===== src/rtl/gpu_host_cmd_ctrl.sv =====
// Host command/launch controller: AXI-lite register port, kernel-launch registers, round-robin CTA dispatch.
// Define GPU_HOST_PERF_EN to build the KCYCLES busy-cycle counter at 0x1C.
module gpu_host_cmd_ctrl #(
  parameter int NUM_SMS    = 4,
  parameter int ADDR_WIDTH = 40,
  parameter int GRID_W     = 16
) (
  input  logic                  clk,
  input  logic                  rst_n,
  input  logic                  host_awvalid,
  output logic                  host_awready,
  input  logic [31:0]           host_awaddr,
  input  logic                  host_wvalid,
  output logic                  host_wready,
  input  logic [31:0]           host_wdata,
  output logic                  host_bvalid,
  input  logic                  host_bready,
  input  logic                  host_arvalid,
  output logic                  host_arready,
  input  logic [31:0]           host_araddr,
  output logic                  host_rvalid,
  input  logic                  host_rready,
  output logic [31:0]           host_rdata,
  output logic [NUM_SMS-1:0]    launch_valid,
  input  logic [NUM_SMS-1:0]    launch_ready,
  output logic [GRID_W-1:0]     launch_cta_id,
  output logic [ADDR_WIDTH-1:0] launch_pc,
  input  logic [NUM_SMS-1:0]    sm_done,
  output logic                  irq
);

  localparam int PTR_W   = (NUM_SMS > 1) ? $clog2(NUM_SMS) : 1;
  localparam int PC_HI_W = ADDR_WIDTH - 32;
  localparam int CNT_W   = $clog2(NUM_SMS + 1);

  localparam logic [1:0] ST_IDLE     = 2'd0;
  localparam logic [1:0] ST_DISPATCH = 2'd1;
  localparam logic [1:0] ST_DRAIN    = 2'd2;

  logic [1:0]            state_reg;
  logic [PTR_W-1:0]      ptr_reg;
  logic [ADDR_WIDTH-1:0] pc_reg;
  logic [GRID_W-1:0]     grid_reg;
  logic [GRID_W-1:0]     issued_reg;
  logic [GRID_W-1:0]     completed_reg;
  logic                  done_reg;
  logic                  irq_en_reg;
  logic                  irq_reg;
  logic                  bvalid_reg;
  logic                  rvalid_reg;
  logic [31:0]           rdata_reg;

  logic        wr_acc;
  logic        rd_acc;
  logic [29:0] wr_word;
  logic [29:0] rd_word;
  logic        busy;
  logic        start;
  logic        dispatching;
  logic        fire;
  logic        last_issue;
  logic        done_set;
  logic        done_clr;
  logic [NUM_SMS-1:0] offer;
  logic [PTR_W-1:0]   ptr_next;
  logic [CNT_W-1:0]   done_cnt;
  logic [GRID_W:0]    comp_sum;
  logic [GRID_W-1:0]  comp_next;
  logic [31:0]        rd_mux;
  logic               unused_addr_bits;

  assign unused_addr_bits = ^{host_awaddr[1:0], host_araddr[1:0]};

  // Address and data beats are only taken together, and only once the previous response has drained.
  assign wr_acc       = host_awvalid & host_wvalid & ~bvalid_reg;
  assign host_awready = wr_acc;
  assign host_wready  = wr_acc;
  assign host_bvalid  = bvalid_reg;
  assign rd_acc       = host_arvalid & ~rvalid_reg;
  assign host_arready = ~rvalid_reg;
  assign host_rvalid  = rvalid_reg;
  assign host_rdata   = rdata_reg;
  assign irq          = irq_reg;

  assign wr_word     = host_awaddr[31:2];
  assign rd_word     = host_araddr[31:2];
  assign busy        = (state_reg != ST_IDLE);
  assign dispatching = (state_reg == ST_DISPATCH);
  assign start       = wr_acc && (wr_word == 30'd0) && host_wdata[0] && !busy;

  generate
    for (genvar gi = 0; gi < NUM_SMS; gi++) begin : g_offer
      assign offer[gi] = dispatching && (ptr_reg == PTR_W'(gi));
    end
  endgenerate

  assign launch_valid  = offer;
  assign launch_cta_id = dispatching ? issued_reg : '0;
  assign launch_pc     = dispatching ? pc_reg : '0;
  assign fire          = |(offer & launch_ready);
  assign last_issue    = fire && ((issued_reg + GRID_W'(1)) == grid_reg);
  assign ptr_next      = (ptr_reg == PTR_W'(NUM_SMS - 1)) ? '0 : ptr_reg + PTR_W'(1);

  always_comb begin
    done_cnt = '0;
    for (int i = 0; i < NUM_SMS; i++) begin
      done_cnt = done_cnt + CNT_W'(sm_done[i]);
    end
  end

  assign comp_sum  = {1'b0, completed_reg} + (GRID_W + 1)'(done_cnt);
  assign comp_next = (comp_sum > {1'b0, grid_reg}) ? grid_reg : comp_sum[GRID_W-1:0];

  assign done_set = (start && (grid_reg == '0)) ||
                    ((state_reg == ST_DRAIN) && (completed_reg == grid_reg));
  assign done_clr = (wr_acc && (wr_word == 30'd1) && host_wdata[1]) ||
                    (start && (grid_reg != '0));

`ifdef GPU_HOST_PERF_EN
  logic [31:0] kcycles_reg;

  always_ff @(posedge clk or negedge rst_n) begin
    if (!rst_n) begin
      kcycles_reg <= '0;
    end else if (start) begin
      kcycles_reg <= '0;
    end else if (busy && (kcycles_reg != 32'hFFFF_FFFF)) begin
      kcycles_reg <= kcycles_reg + 32'd1;
    end
  end
`endif

  always_comb begin
    rd_mux = '0;
    case (rd_word)
      30'd0:   rd_mux = {30'd0, irq_en_reg, 1'b0};
      30'd1:   rd_mux = {30'd0, done_reg, busy};
      30'd2:   rd_mux = pc_reg[31:0];
      30'd3:   rd_mux = 32'(pc_reg[ADDR_WIDTH-1:32]);
      30'd4:   rd_mux = 32'(grid_reg);
      30'd5:   rd_mux = 32'(issued_reg);
      30'd6:   rd_mux = 32'(completed_reg);
`ifdef GPU_HOST_PERF_EN
      30'd7:   rd_mux = kcycles_reg;
`endif
      default: rd_mux = '0;
    endcase
  end

  always_ff @(posedge clk or negedge rst_n) begin
    if (!rst_n) begin
      state_reg     <= ST_IDLE;
      ptr_reg       <= '0;
      pc_reg        <= '0;
      grid_reg      <= '0;
      issued_reg    <= '0;
      completed_reg <= '0;
      done_reg      <= 1'b0;
      irq_en_reg    <= 1'b0;
      irq_reg       <= 1'b0;
      bvalid_reg    <= 1'b0;
      rvalid_reg    <= 1'b0;
      rdata_reg     <= '0;
    end else begin
      if (bvalid_reg && host_bready) begin
        bvalid_reg <= 1'b0;
      end else if (wr_acc) begin
        bvalid_reg <= 1'b1;
      end

      // rdata is sampled from current state, so a same-cycle write is not visible.
      if (rd_acc) begin
        rvalid_reg <= 1'b1;
        rdata_reg  <= rd_mux;
      end else if (rvalid_reg && host_rready) begin
        rvalid_reg <= 1'b0;
      end

      if (wr_acc && (wr_word == 30'd0)) irq_en_reg <= host_wdata[1];
      if (wr_acc && (wr_word == 30'd2) && !busy) pc_reg[31:0] <= host_wdata;
      if (wr_acc && (wr_word == 30'd3) && !busy) pc_reg[ADDR_WIDTH-1:32] <= host_wdata[PC_HI_W-1:0];
      if (wr_acc && (wr_word == 30'd4) && !busy) grid_reg <= host_wdata[GRID_W-1:0];

      if (done_set) begin
        done_reg <= 1'b1;
      end else if (done_clr) begin
        done_reg <= 1'b0;
      end
      irq_reg <= done_reg & irq_en_reg;

      case (state_reg)
        ST_IDLE: begin
          if (start && (grid_reg != '0)) begin
            state_reg     <= ST_DISPATCH;
            issued_reg    <= '0;
            completed_reg <= '0;
            ptr_reg       <= '0;
          end
        end
        ST_DISPATCH: begin
          completed_reg <= comp_next;
          if (fire) begin
            issued_reg <= issued_reg + GRID_W'(1);
            ptr_reg    <= ptr_next;
          end
          if (last_issue) state_reg <= ST_DRAIN;
        end
        ST_DRAIN: begin
          completed_reg <= comp_next;
          if (completed_reg == grid_reg) state_reg <= ST_IDLE;
        end
        default: state_reg <= ST_IDLE;
      endcase
    end
  end

endmodule


===== config.mk =====
export PLATFORM = sky130hd
export DESIGN_NAME = gpu_host_cmd_ctrl
export DESIGN_NICKNAME = d
export VERILOG_FILES = /design/src/rtl/gpu_host_cmd_ctrl.sv
export SDC_FILE = /design/constraint.sdc
export NUM_CORES = 1
export LEC_CHECK = 0
export ABC_AREA = 1
export CORE_MARGIN = 5
export CORE_UTILIZATION = 28
export DETAILED_ROUTE_END_ITERATION = 6
export GPL_TIMING_DRIVEN = 0
export MAX_ROUTING_LAYER = met4
export PLACE_DENSITY_LB_ADDON = 0.08
export SYNTH_ARGS = -nofsm -noshare
export SYNTH_HDL_FRONTEND = slang
export SYNTH_SLANG_ARGS = --single-unit

===== constraint.sdc =====
create_clock -name clk -period 4.2 [get_ports clk]
set_input_delay 0.42 -clock clk [delete_from_list [all_inputs] [get_ports clk]]
set_output_delay 0.42 -clock clk [all_outputs]
set_load 0.03 [all_outputs]

==> insert_results.sql, run 1 <==
INSERT INTO impl_metrics (metric_group, metric, value, unit) VALUES
('cells_and_area', 'share_of_cells_above_drive_strength_1', '11.3', '%'),
('yosys', 'yosys.area_share.xor_xnor', '3.09', '%'),
('cells_and_area', 'layout_common_cells', '411 x nand2_1, 203 x clkdlybuf4s50_1, 176 x inv_1', ''),
('setup_path', 'timing.reg2reg.worst_path_depth', '24', ''),
('yosys', 'synth-seq-cells', '129', ''),
('timing', 'timing_hold_violations_final', '0', ''),
('setup_path', 'crit_path_frequent_cell', 'nor2_4', ''),
('placement', 'place_hpwl', '24.4', 'mm'),
('timing', 'timing_worst_slew_pin_value', '0.840', 'ns'),
('detailed_routing', 'first_pass_iters', '5', ''),
('yosys', 'synth_enable_flop_cells', '0', ''),
('yosys', 'synth.yosys.seq_area_share', '37.2', '%'),
('cells_and_area', 'multi_input_comb_area', '4580', 'um2'),
('timing', 'hold_ws', '0.0290', 'ns'),
('cells_and_area', 'largest_reg_flops', '40', ''),
('setup_path', 'critical_path.slowest_cell', 'fa_1', ''),
('detailed_routing', 'route.top_layer_used', 'met4', ''),
('power', 'irDropWorstVdd', '0.000220', 'V'),
('timing', 'clock-skew-final', '0.0100', 'ns'),
('hold_path', 'hold_class', 'in2async', ''),
('cells_and_area', 'final_cell_count_no_fill', '1849', ''),
('setup_path', 'crit_fanout', '8', ''),
('grt', 'grt_start_max_net_pins', '75', ''),
('yosys', 'post_synth.cell_area_avg', '7.16', 'um2'),
('cts', 'cts_inserted_buffers', '17', ''),
('die', 'floorplan.die.height', '186', 'um'),
('cts', 'clkTransAtPathRegs', '0.07', 'ns'),
('placement', 'io_buffers', '204', ''),
('detailed_routing', 'wl', '31.3', 'mm'),
('power', 'power', '4.06', 'mW'),
('die', 'ports_placed_on_the_boundary', '209', ''),
('die', 'fp.coreArea', '30600', 'um2'),
('cells_and_area', 'layout.cells.most_common', 'nand2_1', ''),
('detailed_routing', 'postRouteAntennaNets', '0', ''),
('cells_and_area', 'antenna-diode-count', '0', ''),
('cts', 'clock_latency', '0.43', 'ns'),
('yosys', 'postSynth.asyncResetShare', '100', '%'),
('setup_path', 'r2r_setup_slack', '0.64', 'ns'),
('yosys', 'synth_top_flop_cell', 'dfrtp_1', ''),
('placement', 'number_of_instances_in_the_placed_design', '1811', ''),
('setup_path', 'reg2reg_from', 'completed_reg[0]', ''),
('yosys', 'synth-warning-count', '0', ''),
('detailed_routing', 'wl_met1', '14.9', 'mm'),
('detailed_routing', 'dr_wl_met2', '14.3', 'mm'),
('grt', 'track_usage', '18.6', '%'),
('cells_and_area', 'fill_cells', '3311', ''),
('cts', 'h_tree_levels', '4', ''),
('setup_path', 'critical_path_arrival', '4.32', 'ns'),
('detailed_routing', 'met3_length', '1.68', 'mm'),
('yosys', 'synth_top_family_by_area', 'simple AND/OR/NAND/NOR gates', ''),
('setup_path', 'critical-path-max-stage-delay', '0.54', 'ns'),
('detailed_routing', 'vias_per_cell', '4.59', ''),
('die', 'area_of_the_die', '34600', 'um2'),
('yosys', 'synth-adder-area-share', '4.30', '%'),
('yosys', 'synth_simple_gate_area_share', '35.7', '%'),
('timing', 'peak_clock_frequency_supported_by_timing', '250', 'MHz'),
('cells_and_area', 'nNetsFinal', '1579', ''),
('setup_path', 'worst-setup-path-type', 'in2reg', ''),
('cts', 'numClockSinks', '129', ''),
('yosys', 'post_synth_instance_area', '8670', 'um2'),
('yosys', 'synth.mux.area_fraction', '2.08', '%'),
('grt', 'grt_pass1_vias', '8459', ''),
('die', 'initial_core_util', '28.3', '%'),
('timing', 'finalSetupViolations', '0', ''),
('power', 'power.density', '339', 'nW/um2'),
('outcome', 'status', 'finished, final reports clean', ''),
('timing', 'maxSlewViolCount', '0', ''),
('grt', 'grt_overflow_total', '0', ''),
('placement', 'gp_congestion', '0.916', ''),
('timing', 'max-slew-margin-rel', '44.0', '%'),
('cells_and_area', 'ff_latch_area', '3230', 'um2');
## Yosys cell counts (15+ instances only)
cell,number,area [um2]
nand2_1,411,1540
mux2_2,16,180
inv_1,178,668
ha_1,25,313
nor2_1,74,278
o21ai_0,68,340
xor2_1,15,131
nand2_2,21,131
nand4_1,35,219
nand3_1,90,450
clkbuf_1,20,75.1
dfrtp_1,129,3230
## routing by layer
layer / GRT usage [%] / up-vias
met5: - / -
met4: 4.23 / 0
met3: 3.44 / 28
met2: 28.7 / 243
met1: 25.6 / 3981
li1: - / 4241
## cells by family (layout without fill, tap and decap cells)
family	after synthesis	in the layout
XOR/XNOR	29	29
flip-flops	129	129
AO/OA/AOI/OAI	96	96
buffers and inverters	229	472
adder cells (fa/ha/maj)	28	28
multiplexers	16	16
AND/OR/NAND/NOR	683	683
## area by class of cell
type / instances / area share (%)
sequential: 129 / 27.0
clock buffer: 18 / 3.59
clock inverter: 14 / 1.24
multi-input combinational: 852 / 38.3
buffer: 49 / 2.32
inverter: 180 / 5.65
tap: 396 / 4.14
timing repair buffer: 211 / 17.8
## report_power, final
group | total, mW | switching, mW | internal (mW)
combinational | 1.17 | 0.648 | 0.518
clock | 1.51 | 0.674 | 0.838
sequential | 1.38 | 0.0890 | 1.29
total | 4.06 | 1.41 | 2.65
## what timing repair did
item / CTS / global route
pin swaps: 2 / 6
endpoints found under the setup margin: 16 / 16
gates cloned: 0 / 1
buffers inserted: 2 / 3
hold buffers: 0 / 0
resized for setup: 2 / 21
## worst max path at each step
stage                from  depth (start not counted)  slack, ns                end
2_1_floorplan  sm_done[0]                         22       0.32  completed_reg[14]
3_3_place_gp        rst_n                          1      -3.24         pc_reg[25]
3_5_place_dp   sm_done[0]                         23      -0.62  completed_reg[13]
4_1_cts        sm_done[0]                         26      0.003  completed_reg[10]
5_1_grt        sm_done[0]                         26      -0.02  completed_reg[13]
6_report       sm_done[0]                         26       0.21   completed_reg[6]
## worst max-delay path: cells and delay by family
family / cells / cell delay [ns]
buffers and inverters: 5 / 0.82
XOR/XNOR: 1 / 0.18
adder cells (fa/ha/maj): 4 / 1.34
AO/OA/AOI/OAI: 1 / 0.11
AND/OR/NAND/NOR: 15 / 1.44
## per-stage QoR
stage	utilization (%)	setup WS (ns)	cell area [um2]	TNS [ns]
6_report	39.1	0.205	12000	0
5_1_grt	39.1	-0.0170	12000	-0.0901
4_1_cts	38.7	0.00316	11800	0
3_5_place_dp	36.7	-0.616	11200	-9.01
3_3_place_gp	36.6	-3.24	11200	-424.03
2_1_floorplan	-	0.320	8670	0
No activity file was read; power rests on OpenSTA's default activity.
==> run 2: changes to the inputs <==
--- a/config.mk
+++ b/config.mk
@@ -8,6 +8,7 @@
 export ABC_AREA = 1
 export CORE_MARGIN = 5
 export CORE_UTILIZATION = 28
+export CTS_BUF_LIST = sky130_fd_sc_hd__clkbuf_2 sky130_fd_sc_hd__clkbuf_4 sky130_fd_sc_hd__clkbuf_8
 export DETAILED_ROUTE_END_ITERATION = 6
 export GPL_TIMING_DRIVEN = 0
 export MAX_ROUTING_LAYER = met4
==> run 2 against run 1 <==
The run now ends with negative hold slack left. Fmax down 0.18%. Non-clock buffer count unchanged. Largest power group is now sequential cells. Final area down 1.6%. Hold slack worse by 0.037 ns. Via count decreased by 0.48%. First-iteration DRC count is 1.8% lower. Critical endpoint unchanged.
==> insert_results.sql, run 2 (synthesized netlist as in run 1, its figures left out) <==
INSERT INTO impl_metrics (metric_group, metric, value, unit) VALUES
('cts', 'numClockSinks', '129', ''),
('timing', 'hold_ws', '-0.00767', 'ns'),
('power', 'static-leakage-power', '5.92', 'nW'),
('grt', 'grt_overflow_total', '0', ''),
('timing', 'finalSetupViolations', '0', ''),
('timing', 'clock-skew-final', '0.0218', 'ns'),
('detailed_routing', 'vias', '8452', ''),
('setup_path', 'critical_path_arrival', '4.36', 'ns'),
('timing', 'finalSetupTns', '0', 'ns'),
('cts', 'clock_latency', '0.46', 'ns'),
('outcome', 'violations', 'negative hold slack', ''),
('cells_and_area', 'layout_common_cells', '411 x nand2_1, 203 x clkdlybuf4s50_1, 176 x inv_1', ''),
('grt', 'grt_start_max_net_pins', '75', ''),
('timing', 'final_clock_period_utilization_by_the_worst_path', '95.3', '%'),
('detailed_routing', 'postRouteAntennaNets', '0', ''),
('die', 'site_rows', '64', ''),
('die', 'initial_core_util', '28.3', '%'),
('cells_and_area', 'nNetsFinal', '1579', ''),
('setup_path', 'reg2reg_from', 'completed_reg[0]', ''),
('power', 'irDropWorstVdd', '0.000187', 'V'),
('setup_path', 'critPathLaunch', 'sm_done[0]', ''),
('cells_and_area', 'layout-area-overhead-vs-synth', '35.8', '%'),
('cts', 'h_tree_levels', '4', ''),
('die', 'ports_placed_on_the_boundary', '209', ''),
('setup_path', 'cp-end-kind', 'flip-flop', ''),
('cells_and_area', 'ff_latch_area', '3230', 'um2'),
('placement', 'place_hpwl', '24.4', 'mm'),
('cts', 'cts_inserted_buffers', '17', ''),
('cts', 'clock_tree.root_cell', 'clkbuf_8', ''),
('job', 'max_cap_viol_count', '0', ''),
('grt', 'track_usage', '18.6', '%'),
('placement', 'gp_congestion', '0.916', ''),
('placement', 'io_buffers', '204', ''),
('cts', 'tritoncts', 'done', ''),
('placement', 'number_of_instances_in_the_placed_design', '1811', ''),
('cells_and_area', 'layout.cells.most_common', 'nand2_1', ''),
('detailed_routing', 'drt_drc_violations_left', '0', ''),
('die', 'die-width', '186', 'um'),
('die', 'floorplan.die.height', '186', 'um'),
('cts', 'cts_buffer_depth', '2', ''),
('cells_and_area', 'final_cell_count_no_fill', '1849', ''),
('die', 'area_of_the_die', '34600', 'um2'),
('cells_and_area', 'share_of_cells_above_drive_strength_1', '11.4', '%'),
('grt', 'antenna_found_initial', '0', ''),
('detailed_routing', 'wl', '31.1', 'mm'),
('power', 'power', '3.67', 'mW'),
('outcome', 'status', 'finished with violations', ''),
('cts', 'cts_hold_buf', '0', ''),
('detailed_routing', 'vias_per_cell', '4.57', ''),
('setup_path', 'worst-setup-path-type', 'in2reg', ''),
('cells_and_area', 'fill_cells', '3331', ''),
('cells_and_area', 'antenna-diode-count', '0', ''),
('cts', 'clkTransAtPathRegs', '0.09', 'ns'),
('cells_and_area', 'multi_input_comb_area', '4570', 'um2'),
('timing', 'maxSlewViolCount', '0', ''),
('power', 'power.density', '311', 'nW/um2'),
('timing', 'timing_hold_violations_final', '5', ''),
('grt', 'first_pass_grt_wire_length', '48.0', 'mm'),
('detailed_routing', 'avgRoutedWirePerCell', '16.8', 'um'),
('setup_path', 'cp_data_required_time', '4.56', 'ns'),
('die', 'fp.coreArea', '30600', 'um2'),
('timing', 'max-slew-margin-rel', '45.0', '%'),
('cells_and_area', 'largest_reg_flops', '40', ''),
('timing', 'timing_worst_slew_pin_value', '0.824', 'ns'),
('grt', 'grt_pass1_vias', '8432', ''),
('setup_path', 'crit_fanout', '8', ''),
('hold_path', 'hold_class', 'in2async', ''),
('timing', 'finalWorstPathRequiredPeriod', '4.00', 'ns'),
('setup_path', 'critical_path_launch_point_type', 'primary input', ''),
('detailed_routing', 'drt_iter0_markers', '559', ''),
('timing', 'peak_clock_frequency_supported_by_timing', '250', 'MHz'),
('detailed_routing', 'first_pass_iters', '7', '');
-- run 2: cell counts in the layout (fill, tap and decap cells not counted) --
Identical to the previous run, type by type.
-- run 2: report_power, final --
group	internal [mW]	total, mW	switching [mW]
clock network	0.497	1.12	0.625
registers	1.29	1.38	0.0908
logic	0.518	1.16	0.645
total	2.30	3.67	1.36
-- run 2: through the flow --
stage                     worst slack [ns]  hold WS [ns]  cell area, um2  utilization [%]
after global placement               -3.24         0.467           11200             36.6
final                                0.198      -0.00767           11800             38.5
after global routing               -0.0128        0.0428           11800             38.5
after floorplan                      0.320         0.124            8670                -
after CTS                           0.0144        0.0165           11600             38.0
after detailed placement            -0.616         0.465           11200             36.7
-- run 2: worst max-delay path, cell delays in order --
cell,delay (ns)
clkdlybuf4s50_1,0.43
fa_1,0.54
inv_1,0.05
fa_2,0.33
inv_2,0.08
fa_2,0.24
nand3_4,0.09
nor2_4,0.18
nand2_4,0.07
nor2_4,0.14
nand2_4,0.08
nor2_2,0.09
xor2_1,0.23
inv_1,0.11
ha_4,0.24
a21oi_2,0.11
nor2_1,0.05
nor2_1,0.08
nand2_1,0.09
nor2_4,0.17
nand2_8,0.10
nand2_8,0.12
clkbuf_16,0.16
nand2_2,0.05
nand3_2,0.06
nand2_2,0.04
-- run 2: layout make-up --
type | instances | share of cell area, %
clock buffer | 18 | 2.05
tap | 396 | 4.21
timing repair buffer | 211 | 18.1
clock inverter | 14 | 1.26
inverter | 180 | 5.74
sequential | 129 | 27.4
multi-input combinational | 852 | 38.8
buffer | 49 | 2.36
-- run 2: path summary, 6_finish.rpt --
path | end | slack [ns] | cells after the start
max | completed_reg[6] | 0.20 | 26
min | completed_reg[13] | -0.008 | 1
max reg2reg | completed_reg[6] | 0.60 | 24
min reg2reg | host_rdata[9] | 0.48 | 2
max in group asynchronous | pc_reg[29] | 3.42 | 2
min in group clk | host_rdata[9] | 0.48 | 2
-- run 2: repair_timing --
item	4_1_cts	5_1_grt
setup buffers	1	4
pin swaps	2	7
gates resized for setup	1	21
gates cloned	0	1
endpoints found under the setup margin	11	16
-- run 2: metal layers --
metal	vias up	track usage (%)	part of all wire, %	wire, um
li1	4240	-	-	-
met1	3957	25.5	48	14900
met2	233	28.8	46	14200
met3	22	3.50	5.4	1680
met4	0	3.70	1.1	351
met5	-	-	0	0
==> run 3: changes to the inputs <==
--- a/config.mk
+++ b/config.mk
@@ -6,7 +6,7 @@
 export NUM_CORES = 1
 export LEC_CHECK = 0
 export ABC_AREA = 1
-export CORE_MARGIN = 5
+export CORE_MARGIN = 3
 export CORE_UTILIZATION = 28
 export CTS_BUF_LIST = sky130_fd_sc_hd__clkbuf_2 sky130_fd_sc_hd__clkbuf_4 sky130_fd_sc_hd__clkbuf_8
 export DETAILED_ROUTE_END_ITERATION = 6
==> run 3 against run 2 <==
The run still ends with negative hold slack left. First-iteration DRC count is 5.4% lower. Setup slack improved by 0.022 ns. Clock-buffer cell count decreased by 1. Via count increased by 0.65%. Cell count shrank 0.49%. Final area down 0.57%. Combinational power decreased by 7%. Global-route usage is 0.24 points higher. Die area fell by 4.3%. Non-clock buffer count shrank 2. Clock power down 4%. Critical endpoint is now completed_reg[3]. Highest routed layer unchanged.
==> insert_results.sql, run 3 (synthesized netlist as in run 1, its figures left out) <==
INSERT INTO impl_metrics (metric_group, metric, value, unit) VALUES
('cells_and_area', 'largest_reg_flops', '40', ''),
('grt', 'antenna_found_initial', '0', ''),
('setup_path', 'critical_path_arrival', '4.32', 'ns'),
('detailed_routing', 'vias_per_cell', '4.62', ''),
('die', 'site_rows', '63', ''),
('setup_path', 'crit_fanout', '6', ''),
('timing', 'timing_worst_slew_pin_value', '0.779', 'ns'),
('timing', 'finalSetupTns', '0', 'ns'),
('cts', 'h_tree_levels', '4', ''),
('cells_and_area', 'antenna-diode-count', '0', ''),
('cts', 'clock_latency', '0.45', 'ns'),
('die', 'floorplan.die.height', '182', 'um'),
('cts', 'clock_tree.root_cell', 'clkbuf_8', ''),
('power', 'static-leakage-power', '5.89', 'nW'),
('grt', 'track_usage', '18.8', '%'),
('timing', 'maxSlewViolCount', '0', ''),
('cts', 'clkTransAtPathRegs', '0.09', 'ns'),
('job', 'max_cap_viol_count', '0', ''),
('detailed_routing', 'drt_iter0_markers', '529', ''),
('cells_and_area', 'layout.cells.most_common', 'nand2_1', ''),
('timing', 'finalSetupViolations', '0', ''),
('outcome', 'status', 'finished with violations', ''),
('cells_and_area', 'layout_common_cells', '410 x nand2_1, 203 x clkdlybuf4s50_1, 177 x inv_1', ''),
('detailed_routing', 'wl', '30.3', 'mm'),
('cells_and_area', 'nNetsFinal', '1577', ''),
('grt', 'grt_pass1_vias', '8343', ''),
('cells_and_area', 'share_of_cells_above_drive_strength_1', '11.0', '%'),
('cts', 'cts_buffer_depth', '2', ''),
('power', 'irDropWorstVdd', '0.000169', 'V'),
('detailed_routing', 'avgRoutedWirePerCell', '16.5', 'um'),
('placement', 'gp_congestion', '0.881', ''),
('die', 'die-width', '182', 'um'),
('cts', 'numClockSinks', '129', ''),
('detailed_routing', 'first_pass_iters', '5', ''),
('setup_path', 'r2r_setup_slack', '0.58', 'ns'),
('timing', 'max-slew-margin-rel', '48.1', '%'),
('timing', 'timing_hold_violations_final', '6', ''),
('cts', 'cts_inserted_buffers', '17', ''),
('cells_and_area', 'final_area', '11700', 'um2'),
('grt', 'grt_start_max_net_pins', '72', ''),
('setup_path', 'cp-end-kind', 'flip-flop', ''),
('cells_and_area', 'fill_cells', '3199', ''),
('detailed_routing', 'drt_drc_violations_left', '0', ''),
('timing', 'grt_setup_unrepaired', 'false', ''),
('outcome', 'violations', 'negative hold slack', ''),
('placement', 'standard_cell_area_after_detailed_placement', '11200', 'um2'),
('timing', 'peak_clock_frequency_supported_by_timing', '251', 'MHz'),
('timing', 'final_clock_period_utilization_by_the_worst_path', '94.8', '%'),
('die', 'area_of_the_die', '33100', 'um2'),
('cts', 'tritoncts', 'done', ''),
('setup_path', 'cp_data_required_time', '4.54', 'ns'),
('power', 'power.density', '301', 'nW/um2'),
('placement', 'number_of_instances_in_the_placed_design', '1805', ''),
('timing', 'fin_ws', '0.220', 'ns'),
('setup_path', 'timing.reg2reg.worst_path_depth', '21', ''),
('setup_path', 'worst-setup-path-type', 'in2reg', ''),
('cts', 'cts_hold_buf', '0', ''),
('placement', 'io_buffers', '204', ''),
('power', 'power', '3.53', 'mW'),
('placement', 'preCtsSetupSlack', '-0.653', 'ns'),
('die', 'fp.coreArea', '30100', 'um2'),
('grt', 'grt_overflow_total', '0', ''),
('timing', 'hold_ws', '-0.0146', 'ns'),
('cells_and_area', 'layout-area-overhead-vs-synth', '35.0', '%'),
('timing', 'clock-skew-final', '0.0236', 'ns'),
('timing', 'finalWorstPathRequiredPeriod', '3.98', 'ns'),
('grt', 'first_pass_grt_wire_length', '47.5', 'mm'),
('placement', 'place_hpwl', '24.2', 'mm'),
('setup_path', 'critical_path_launch_point_type', 'primary input', ''),
('die', 'initial_core_util', '28.8', '%'),
('hold_path', 'hold_class', 'in2async', ''),
('detailed_routing', 'vias', '8507', ''),
('die', 'ports_placed_on_the_boundary', '209', ''),
('cells_and_area', 'postLayoutCoreUtil', '38.9', '%'),
('cells_and_area', 'final_cell_count_no_fill', '1840', ''),
('detailed_routing', 'postRouteAntennaNets', '0', '');
[run 3: cell types whose count changed in the layout (fill, tap and decap cells not counted), sizes merged]
cell | previous run | this run
clkbuf | 40 | 38
clkinvlp | 2 | 4
inv | 187 | 185
buf | 35 | 34
[run 3: timing repair]
action                                  4_1_cts  5_1_grt
cloned                                        0        0
setup buffers                                 0        5
endpoints found under the hold margin         0        0
pin swaps                                     0       10
gates resized for setup                       2       21
endpoints found under the setup margin       16       16
[run 3: critical path, stage by stage]
cell and delay, ns:
clkdlybuf4s50_1 0.43, fa_1 0.54, inv_1 0.05, fa_1 0.36
inv_2 0.08, fa_2 0.25, nand3_4 0.10, nor2_4 0.19
nand2_4 0.07, nor2_4 0.11, nand2_4 0.08, nor2_2 0.10
xor2_1 0.21, inv_1 0.11, ha_4 0.29, nand4_1 0.12
nor2_4 0.21, nand3_4 0.11, nand2_8 0.11, buf_4 0.15
nand3_1 0.07, nand3_1 0.10, nand2_1 0.05
[run 3: cell type report]
| type | instances | area [um2] | area share (%) |
|---|---|---|---|
| well taps | 390 | 488 | 4.17 |
| inverters | 180 | 676 | 5.77 |
| repair buffers | 210 | 2110 | 18.0 |
| flip-flops and latches | 129 | 3230 | 27.6 |
| clock inverters | 14 | 131 | 1.12 |
| multi-input cells | 852 | 4580 | 39.1 |
| clock buffers | 17 | 234 | 2.00 |
| plain buffers | 48 | 265 | 2.27 |
[run 3: final timing paths]
check / from / endpoint
min in group clk: host_rdata[5] / host_rdata[5]
setup reg to reg: completed_reg[0] / completed_reg[3]
hold / removal: rst_n / completed_reg[10]
setup / recovery: sm_done[0] / completed_reg[3]
hold reg to reg: host_rdata[5] / host_rdata[5]
max in group asynchronous: rst_n / pc_reg[2]
[run 3: metal layers]
metal	up-vias	GRT usage (%)	share of wire [%]
met5	-	-	0
met1	3996	25.9	48
met3	24	3.73	5.6
met2	253	28.9	45
met4	0	3.84	1.4
li1	4234	-	-
[run 3: power by group]
| part | leakage, nW | switching [mW] | internal [mW] |
|---|---|---|---|
| combinational | 4.00 | 0.621 | 0.456 |
| sequential | 1.71 | 0.0895 | 1.29 |
| clock | 0.176 | 0.598 | 0.473 |
